[src/rtl/demod_scheduler.sv]
// demod_scheduler: shares one magnitude engine among four I/Q channels using round-robin
// grants. It holds one sample per channel, reports overrun per channel and detects engine timeouts.

module demod_sched_lane #(
    parameter int BITS = 16
) (
    input  logic            CLK,
    input  logic            RST,
    input  logic            load_i,
    input  logic            gnt_i,
    input  logic [BITS-1:0] i_i,
    input  logic [BITS-1:0] q_i,
    output logic [BITS-1:0] hold_i_o,
    output logic [BITS-1:0] hold_q_o,
    output logic            pend_o,
    output logic            ovr_set_o
);
    logic [BITS-1:0] hi_q, hq_q;
    logic            pend_q, pend_d;

    // A tick on the grant edge keeps the channel pending, so the new sample still goes out.
    assign pend_d    = load_i | (pend_q & ~gnt_i);
    assign ovr_set_o = load_i & pend_q & ~gnt_i;

    always_ff @(posedge CLK or posedge RST) begin
        if (RST) begin
            hi_q   <= '0;
            hq_q   <= '0;
            pend_q <= 1'b0;
        end else begin
            pend_q <= pend_d;
            if (load_i) begin
                hi_q <= i_i;
                hq_q <= q_i;
            end
        end
    end

    assign hold_i_o = hi_q;
    assign hold_q_o = hq_q;
    assign pend_o   = pend_q;
endmodule

module demod_scheduler #(
    parameter int BITS    = 16,
    parameter int TIMEOUT = 63
) (
    input  logic              CLK,
    input  logic              RST,
    input  logic [4*BITS-1:0] ch_I_in,
    input  logic [4*BITS-1:0] ch_Q_in,
    input  logic [3:0]        ch_load_tick,
    output logic [BITS-1:0]   eng_I,
    output logic [BITS-1:0]   eng_Q,
    output logic              eng_load_tick,
    input  logic [BITS-1:0]   eng_demod_in,
    input  logic              eng_out_tick,
    output logic [BITS-1:0]   demod_out,
    output logic [1:0]        demod_ch,
    output logic              out_tick,
    output logic [3:0]        overrun,
    output logic              timeout_err,
    input  logic              clr_err
);
    localparam int NCH = 4;
    localparam int CW  = (TIMEOUT < 2) ? 1 : $clog2(TIMEOUT);

    typedef enum logic [1:0] {IDLE, ISSUE, WAIT} state_t;

    state_t                     state_q, state_d;
    logic [1:0]                 last_q, last_d, gnt_q, gnt_d, sel, cand;
    logic [CW-1:0]              cnt_q, cnt_d;
    logic [BITS-1:0]            eng_i_q, eng_i_d, eng_q_q, eng_q_d;
    logic [BITS-1:0]            dout_q, dout_d;
    logic [1:0]                 dch_q, dch_d;
    logic                       eng_ld_q, eng_ld_d, otick_q, otick_d;
    logic [3:0]                 ovr_q, ovr_d;
    logic                       terr_q, terr_d, terr_set;
    logic                       grant_fire, found;
    logic [NCH-1:0]             pend, ovr_set, gnt_vec;
    logic [NCH-1:0][BITS-1:0]   hold_i, hold_q;

    for (genvar k = 0; k < NCH; k++) begin : g_lane
        demod_sched_lane #(.BITS(BITS)) u_lane (
            .CLK       (CLK),
            .RST       (RST),
            .load_i    (ch_load_tick[k]),
            .gnt_i     (gnt_vec[k]),
            .i_i       (ch_I_in[k*BITS +: BITS]),
            .q_i       (ch_Q_in[k*BITS +: BITS]),
            .hold_i_o  (hold_i[k]),
            .hold_q_o  (hold_q[k]),
            .pend_o    (pend[k]),
            .ovr_set_o (ovr_set[k])
        );
    end

    // Round-robin: first pending channel after last_grant, wrapping back to last_grant itself.
    always_comb begin
        sel   = last_q;
        cand  = '0;
        found = 1'b0;
        for (int o = 1; o <= NCH; o++) begin
            cand = last_q + 2'(o);
            if (!found && pend[cand]) begin
                sel   = cand;
                found = 1'b1;
            end
        end
    end

    assign grant_fire = (state_q == IDLE) && (|pend);

    always_comb begin
        gnt_vec = '0;
        if (grant_fire) gnt_vec[sel] = 1'b1;
    end

    always_comb begin
        state_d  = state_q;
        last_d   = last_q;
        gnt_d    = gnt_q;
        cnt_d    = cnt_q;
        eng_i_d  = eng_i_q;
        eng_q_d  = eng_q_q;
        eng_ld_d = 1'b0;
        dout_d   = dout_q;
        dch_d    = dch_q;
        otick_d  = 1'b0;
        terr_set = 1'b0;
        case (state_q)
            IDLE: begin
                if (grant_fire) begin
                    state_d  = ISSUE;
                    gnt_d    = sel;
                    eng_i_d  = hold_i[sel];
                    eng_q_d  = hold_q[sel];
                    eng_ld_d = 1'b1;
                end
            end
            ISSUE: begin
                state_d = WAIT;
                cnt_d   = '0;
            end
            WAIT: begin
                if (eng_out_tick) begin
                    dout_d  = eng_demod_in;
                    dch_d   = gnt_q;
                    otick_d = 1'b1;
                    last_d  = gnt_q;
                    state_d = IDLE;
                end else if (cnt_q == CW'(TIMEOUT - 1)) begin
                    // This is the TIMEOUT-th silent WAIT cycle, so the job is dropped.
                    terr_set = 1'b1;
                    last_d   = gnt_q;
                    state_d  = IDLE;
                end else begin
                    cnt_d = cnt_q + 1'b1;
                end
            end
            default: state_d = IDLE;
        endcase
        ovr_d  = (clr_err ? 4'b0 : ovr_q) | ovr_set;
        terr_d = (clr_err ? 1'b0 : terr_q) | terr_set;
    end

    always_ff @(posedge CLK or posedge RST) begin
        if (RST) begin
            state_q  <= IDLE;
            last_q   <= 2'd3;
            gnt_q    <= '0;
            cnt_q    <= '0;
            eng_i_q  <= '0;
            eng_q_q  <= '0;
            eng_ld_q <= 1'b0;
            dout_q   <= '0;
            dch_q    <= '0;
            otick_q  <= 1'b0;
            ovr_q    <= '0;
            terr_q   <= 1'b0;
        end else begin
            state_q  <= state_d;
            last_q   <= last_d;
            gnt_q    <= gnt_d;
            cnt_q    <= cnt_d;
            eng_i_q  <= eng_i_d;
            eng_q_q  <= eng_q_d;
            eng_ld_q <= eng_ld_d;
            dout_q   <= dout_d;
            dch_q    <= dch_d;
            otick_q  <= otick_d;
            ovr_q    <= ovr_d;
            terr_q   <= terr_d;
        end
    end

    assign eng_I         = eng_i_q;
    assign eng_Q         = eng_q_q;
    assign eng_load_tick = eng_ld_q;
    assign demod_out     = dout_q;
    assign demod_ch      = dch_q;
    assign out_tick      = otick_q;
    assign overrun       = ovr_q;
    assign timeout_err   = terr_q;
endmodule

[config.mk]
export PLATFORM = sky130hd
export DESIGN_NAME = demod_scheduler
export DESIGN_NICKNAME = d
export VERILOG_FILES = /design/src/rtl/demod_scheduler.sv
export SDC_FILE = /design/constraint.sdc
export NUM_CORES = 1
export LEC_CHECK = 0
export ABC_AREA = 0
export BUFFER_PORTS_ARGS = -buffer_cell sky130_fd_sc_hd__buf_4
export CAP_MARGIN = 20
export CELL_PAD_IN_SITES_DETAIL_PLACEMENT = 1
export CELL_PAD_IN_SITES_GLOBAL_PLACEMENT = 1
export CORE_MARGIN = 3
export CORE_UTILIZATION = 43
export DETAILED_ROUTE_END_ITERATION = 10
export GPL_ROUTABILITY_DRIVEN = 1
export GPL_TIMING_DRIVEN = 0
export PLACE_DENSITY = 0.8
export SYNTH_ARGS = -nofsm -noshare
export SYNTH_HDL_FRONTEND = slang
export SYNTH_SLANG_ARGS = --single-unit
[constraint.sdc]
create_clock -name CLK -period 6.7 [get_ports CLK]
set_input_delay 0.67 -clock CLK [delete_from_list [all_inputs] [get_ports CLK]]
set_output_delay 0.67 -clock CLK [all_outputs]
set_load 0.05 [all_outputs]
# After elaboration in Yosys (flattened, before gate mapping)
# Cells that the tools add are included.
# Widths: inputs -> output; s select.
word_totals:
  inputBits: 152
  wordCells: 120
  register_bits: 201
  output_inout_bits: 57
classes:
  n_lt_le_gt_ge: 6
  eq_ne: 7
  n_mux: 40
  n_reduce_logical: 17
  n_addsub: 4
  bitwise_logic: 22
op_table:
  columns: ["cell", "count"]
  rows:
  - ["$bmux 16 s2", 2]
  - ["$mux 16", 2]
  - ["$mux 2", 9]
  - ["$mux 1", 16]
  - ["$lt 2x3->1 const B", 5]
  - ["$and 1x1->1", 12]
  - ["$mux 6", 2]
  - ["$pmux 6 s2", 1]
  - ["$bmux 1 s2", 4]
  - ["$mux 4", 2]
  - ["$reduce_and 2->1", 4]
  - ["$add 6x1->6 const B", 1]
  - ["$eq 6x6->1 const B", 1]
  - ["$ne 2x2->1 const B", 3]
  - ["$pmux 2 s3", 1]
  - ["$logic_and 1x1->1", 5]
  - ["$or 1x1->1", 5]
  - ["$add 2x2->2 const B", 2]
  - ["$not 1->1", 4]
  - ["$or 4x4->4", 1]
  - ["$reduce_bool 2->1", 2]
  - ["$reduce_or 4->1", 1]
  - ["$logic_not 1->1", 3]
  - ["$ne 3x3->1 const B", 1]
  - ["7 further kinds", 7]

# Depth between registers and ports, before layout
depth:
  word_depth: 21
  mapped_depth: 8
  mapped_depth_nobuf: 6

# By module
# A second synthesis with hierarchy kept.
unflattened:
  cells_unflattened: 593
  area_unflattened_um2: 8994.9
modules_own_cells:
  columns: ["module", "cells_each", "area_each_um2", "instances", "seq_area_each_um2"]
  rows:
  - ["demod_sched_lane", 73, 1378.8, 4, 825.8]
  - ["demod_scheduler", 301, 3479.6, 1, 1729.2]

# Worst setup path before layout
# OpenSTA, ideal clock, no wires.
synth_timing:
  kind: "input-to-reg"
  from: "input port ch_load_tick[0]"
  to: "register g_lane[0].u_lane.hi_q[10]"
  required_time_ns: 6.575
  t_arrival_ns: 1.609
  slack_ns: 4.966
  n_path_buf: 2
  cell_stages: 3
  setup_time_ns: 0.125
  cell_sequence: "clkbuf_1 > buf_1 > mux2_2"
synth_rtl:
  columns: ["item", "line", "rtl"]
  rows:
  - ["start: declaration", "52", "input logic [3:0] ch_load_tick,"]
  - ["end signal: assignment", "33", "hi_q <= i_i;"]
  - ["end: declaration", "18", "logic [BITS-1:0] hi_q, hq_q;"]
# No word-level cell between the ends.

# Worst setup path in the final report
layout_timing:
  from: "register last_q[0]"
  to: "register eng_q_q[2] (netlist: eng_Q[2])"
layout_via:
  elab_chain_len: 15
  elab_cells_between_ends: 26
  cone_classes: "3 x add/sub; 17 x mux; 6 x reduce/logical"
layout_lines:
  columns: ["item", "line", "rtl"]
  rows:
  - ["start: declaration", "71", "logic [1:0] last_q, last_d, gnt_q, gnt_d, sel, cand;"]
  - ["start signal: assignment", "183", "last_q <= last_d;"]
  - ["$add 2x1->2", "104", "cand = last_q + 2'(o);"]
  - ["$bmux 1 s2", "105", "if (!found && pend[cand]) begin"]
  - ["$mux 1 (not written as such)", "105", null]
  - ["$mux 1", "105", null]
  - ["$logic_not 1->1", "105", null]
  - ["$logic_and 1x1->1", "105", null]
  - ["$mux 1", "105", null]
  - ["$logic_not 1->1", "105", null]
  - ["$logic_and 1x1->1", "105", null]
  - ["$mux 1", "105", null]
  - ["$logic_not 1->1", "105", null]
  - ["$logic_and 1x1->1", "105", null]
  - ["$mux 2 (*)", "105", null]
  - ["$bmux 16 s2 (*)", "137", "eng_q_d = hold_q[sel];"]
  - ["$mux 16 (not written as such) (*)", "137", null]
  - ["end signal: assignment", "187", "eng_q_q <= eng_q_d;"]
  - ["end: declaration", "73", "logic [BITS-1:0] eng_i_q, eng_i_d, eng_q_q, eng_q_d;"]
# Mark *: on every way between the ends. The rest lies on a longest branch, timed or not. The select of a mux whose other input is x is not followed.
# A chain may end at the register's enable or synchronous reset.

==> impl_summary.md <==
Logic synthesis
The synthesized-area fraction occupied by and/or/nand/nor cells is 8.811%. After synthesis, the largest family of logic cells by area is multiplexers. The arithmetic-cell share of the synthesized area counting full adders, half adders and majority gates is 0.2775%. The count of flip-flops with a built-in enable after synthesis is 0. The synthesized design devotes to its leading area cell type 55.22% of total area. The summed instance area of the synthesized netlist is 0.009017 mm². Summing the sequential cell areas from Yosys gives 55.81% of the chip area. The number of distinct library cell variants in the gate-level netlist after synthesis is 47. A synthesized cell averages 13.34 µm². Summing the areas of all xor and xnor instances in the mapped netlist gives 0.2914% of the synthesized area. The most common flop cell mapped by yosys is sky130_fd_sc_hd__dfrtp_1. The synthesized netlist devotes 11.61% of its cell area to compound gates. The register bit total from synthesis is 201. The proportion of synthesized area in mux cells is 19.54%.

In the synthesized netlist the async set-or-reset flop fraction comes to 100.0%. The number of instances in the synthesized netlist is 676. Yosys printed 0 warnings.

Counting every net in the synthesized netlist gives 830. Ranked by total cell area, the synthesized netlist is headed by sky130_fd_sc_hd__dfrtp_1, sky130_fd_sc_hd__mux2_2, sky130_fd_sc_hd__a221oi_2. The most area-hungry cell type in the Yosys netlist is sky130_fd_sc_hd__dfrtp_1.

Layout
The count of inserted antenna diode cells is 0. At the end of the flow, the number of nets in the layout was 1060. Summing all multi-input logic gate instances after layout gives 0.003655 mm². The number of fill cells is 2114. The layout cell share with drive strength beyond 1 is 49.89%.

For this run, the share of the core covered by cells in the final layout is 57.00%. Relative to the synthesized area, the layout overhead comes to 29.14%. The sequential standard cell area is 0.005032 mm².

Floorplanning
Once the floorplan was initialized, standard cells occupied 44.14% of the core. The die covers 0.02274 mm². In this run the vertical extent of the chip is 150.8 µm. The horizontal die dimension is 150.8 µm. The core region is 0.02043 mm².

The floorplan row count is 52. The I/O pin total is 209.

Timing
The final count of hold timing violations came to 0. The headroom to the max-slew limit is 41.08%. The final count of pins violating max slew was 0. Hold timing on the final database bottoms out at a slack of 256.1 ps. The transition time at the pin with the least slew margin is 883.8 ps.

Setup violations remaining at the end of the flow were counted as 0. After layout, the minimum clock period comes to 2195 ps. Setup repair after global routing left no endpoint under its margin. The minimum setup slack in the final design is 4505 ps. Dividing the final minimum period by the clock period gives 32.76%. The final setup skew is 5.338 ps. The fmax is 0.4556 GHz.

Clock network
The latest clock arrival within the worst-skew pair is 500 ps. The number of H-tree branching levels is 1. The total number of clock tree sinks is 201. The buffer levels on the longest clock path is 3. The quantity of gates resized following cts is 0. The buffer type at the clock tree root is sky130_fd_sc_hd__clkbuf_16. The clock-pin slew on the worst setup and hold paths is 60 ps. TritonCTS created 23 clock buffers.

The post-CTS setup repair buffer count is 0. TritonCTS built the clock tree. The hold-fix buffer count after cts is 0.

Critical path
In this design, the stage delay of the slowest critical-path cell is 640 ps. Among all stages on the critical path, the largest delay is contributed by sky130_fd_sc_hd__nor4b_4. The maximum fanout along the worst path is 10. The cell family contributing the most delay on the critical path is simple AND/OR/NAND/NOR gates. The required time of the worst setup path is 7070 ps. The number of buffers and inverters on the critical path is 1. The worst setup path is of the reg2reg kind. The startpoint class of the critical path is a flop. The signal arrival time at the worst endpoint is 2570 ps. The endpoint kind of the worst setup timing path is a flop. Traced cell by cell, the critical path runs through nand2b_1, a21oi_1, nor4b_4, buf_2, a211oi_2.

Drt
The average wire per cell in the routed design is 20.94 µm. Wires add up to 24880 µm. Once detail routing completed, the nets flagged for antenna violations numbered 0. The number of detailed-routing iterations run before antenna repair is 4. The number of DRC markers after the initial detailed-route iteration is 176.

The final route contains 6267 vias. After detailed routing, the number of vias per cell comes to 5.275. The number of remaining DRC errors is 0.

Power and ir drop
The switching power is 0.002458 W. The switching portion of total power is 42.94%. For this design the static power due to leakage is 5.268 nW. The share of power burned in combinational logic is 49.0%. The relative contribution of sequential cells to total power is 29.7%.

The internal portion of the total power is 0.003265 W. The clock network fraction of design power is 21.2%. The post-layout total power is 0.005723 W. The maximum VDD drop is 0.0002244 V.

The power density over the cells is 491.5 mW/mm².

Flow run
The number of max-cap violations is 0.

Worst hold path
The class of the tightest hold or removal check is in2async.

Placed design
Detailed placement finished with a half-perimeter wire length of 17690 µm. The post-place setup slack is 4371 ps. The port buffer count is 204.

The final weighted congestion in routability-driven placement is 0.7645.

Global routing
In the global route stage, overall resource usage came out at 21.92%. The first global-routing pass estimated 38540 µm of wire. The number of global-route vias before repair is 6867.

The initial antenna violation count came to 0. The total overflow left after global routing is 0. The maximum number of pins on one net before global-route repair is 106.

Run status
The run finished with clean final reports.
-- cell usage in the layout, fill, tap and decap left out, types with 5 or more instances in the layout --
master,n
sky130_fd_sc_hd__and2_1,34
sky130_fd_sc_hd__mux2_2,128
sky130_fd_sc_hd__nand3_1,5
sky130_fd_sc_hd__buf_4,207
sky130_fd_sc_hd__clkbuf_16,23
sky130_fd_sc_hd__a221oi_2,30
sky130_fd_sc_hd__buf_6,7
sky130_fd_sc_hd__a211oi_2,29
sky130_fd_sc_hd__buf_1,5
sky130_fd_sc_hd__mux2i_1,32
sky130_fd_sc_hd__o21ai_0,8
sky130_fd_sc_hd__buf_2,8
sky130_fd_sc_hd__dfrtp_1,199
sky130_fd_sc_hd__clkbuf_1,20
sky130_fd_sc_hd__nor2_1,41
sky130_fd_sc_hd__inv_1,9
sky130_fd_sc_hd__clkbuf_8,6
sky130_fd_sc_hd__nand2_1,65
sky130_fd_sc_hd__nand2b_1,6
-- cell families after synthesis --
family	count (synthesis)
flip-flops	201
AND/OR/NAND/NOR	164
multiplexers	160
AO/OA/AOI/OAI	91
buffers and inverters	55
XOR/XNOR	3
adder cells (fa/ha/maj)	2
-- registers in the layout, summed over array words and instances (netlist names), 2 cells and up --
register / count
eng_Q: 16
cnt_q: 6
g_lane.u_lane.hold_i_o: 64
g_lane.u_lane.pend_o: 4
gnt_q: 2
eng_I: 16
state_q: 2
demod_ch: 2
overrun: 4
demod_out: 16
last_q: 2
g_lane.u_lane.hold_q_o: 64
-- power groups by stage --
stage / sequential, W / combinational [W] / clock [W]
after detailed placement: 0.00172 / 0.00283 / 0
after global placement: 0.00171 / 0.00277 / 0
final: 0.00170 / 0.00281 / 0.00122
after CTS: 0.00170 / 0.00284 / 0.00125
after global routing: 0.00174 / 0.00299 / 0.00130
after floorplan: 0.00224 / 0.00148 / 0
-- cells in the mapped netlist, types with 2 or more instances --
cell type and number:
sky130_fd_sc_hd__or2b_1 2, sky130_fd_sc_hd__a21oi_1 4, sky130_fd_sc_hd__buf_6 7, sky130_fd_sc_hd__a211oi_1 3, sky130_fd_sc_hd__a21o_1 3, sky130_fd_sc_hd__o21ai_0 8, sky130_fd_sc_hd__buf_2 8, sky130_fd_sc_hd__buf_12 3
sky130_fd_sc_hd__nor2_1 41, sky130_fd_sc_hd__o2bb2ai_1 2, sky130_fd_sc_hd__nand3_1 5, sky130_fd_sc_hd__ha_1 2, sky130_fd_sc_hd__inv_1 10, sky130_fd_sc_hd__dfstp_2 2, sky130_fd_sc_hd__and2_1 34, sky130_fd_sc_hd__clkbuf_1 17
sky130_fd_sc_hd__buf_1 5, sky130_fd_sc_hd__mux2i_1 32, sky130_fd_sc_hd__dfrtp_1 199, sky130_fd_sc_hd__a221oi_1 2, sky130_fd_sc_hd__nand2_1 65, sky130_fd_sc_hd__mux2_2 128, sky130_fd_sc_hd__nand2b_1 6, sky130_fd_sc_hd__buf_4 3
sky130_fd_sc_hd__nor3_1 3, sky130_fd_sc_hd__a221oi_2 30, sky130_fd_sc_hd__a32o_1 2, sky130_fd_sc_hd__a211oi_2 29, sky130_fd_sc_hd__xor2_1 3
-- stage by stage --
stage	cells	TNS (ps)	cell area [µm²]
floorplan	676	0	9017
global placement	1150	-376610	10890
detailed placement	1151	0	10920
CTS	1188	0	11640
global route	1188	0	11640
finish	1188	0	11640
-- final cells by class --
class / count / area share [%]
buffer: 44 / 2.482
clock buffer: 32 / 5.748
clock inverter: 5 / 0.4620
inverter: 11 / 0.4190
multi-input combinational: 420 / 31.39
sequential: 201 / 43.21
tap: 270 / 2.901
timing repair buffer: 205 / 13.39
-- metal layers --
| layer | GRT usage, % | vias to the layer above | share of wire, % |
|---|---|---|---|
| met1 | 28.29 | 3210 | 42 |
| met5 | 0 | - | 0 |
| met3 | 4.369 | 34 | 5.7 |
| met2 | 38.29 | 162 | 51 |
| li1 | - | 2861 | - |
| met4 | 4.941 | 0 | 1.8 |
-- worst paths after layout --
kind,from,to,slack [ps],depth (start not counted)
max,last_q[0]$_DFFE_PP1P_,eng_Q[2]$_DFFE_PP0P_,4510,5
min,RST,g_lane[3].u_lane.hold_i_o[10]$_DFFE_PP0P_,260,2
max reg2reg,last_q[0]$_DFFE_PP1P_,eng_Q[2]$_DFFE_PP0P_,4510,5
min reg2reg,demod_out[10]$_DFFE_PP0P_,demod_out[10]$_DFFE_PP0P_,470,2
max in group asynchronous,RST,last_q[1]$_DFFE_PP1P_,5470,3
min in group CLK,eng_demod_in[0],demod_out[0]$_DFFE_PP0P_,360,3
No activity file was read; power rests on OpenSTA's default activity.
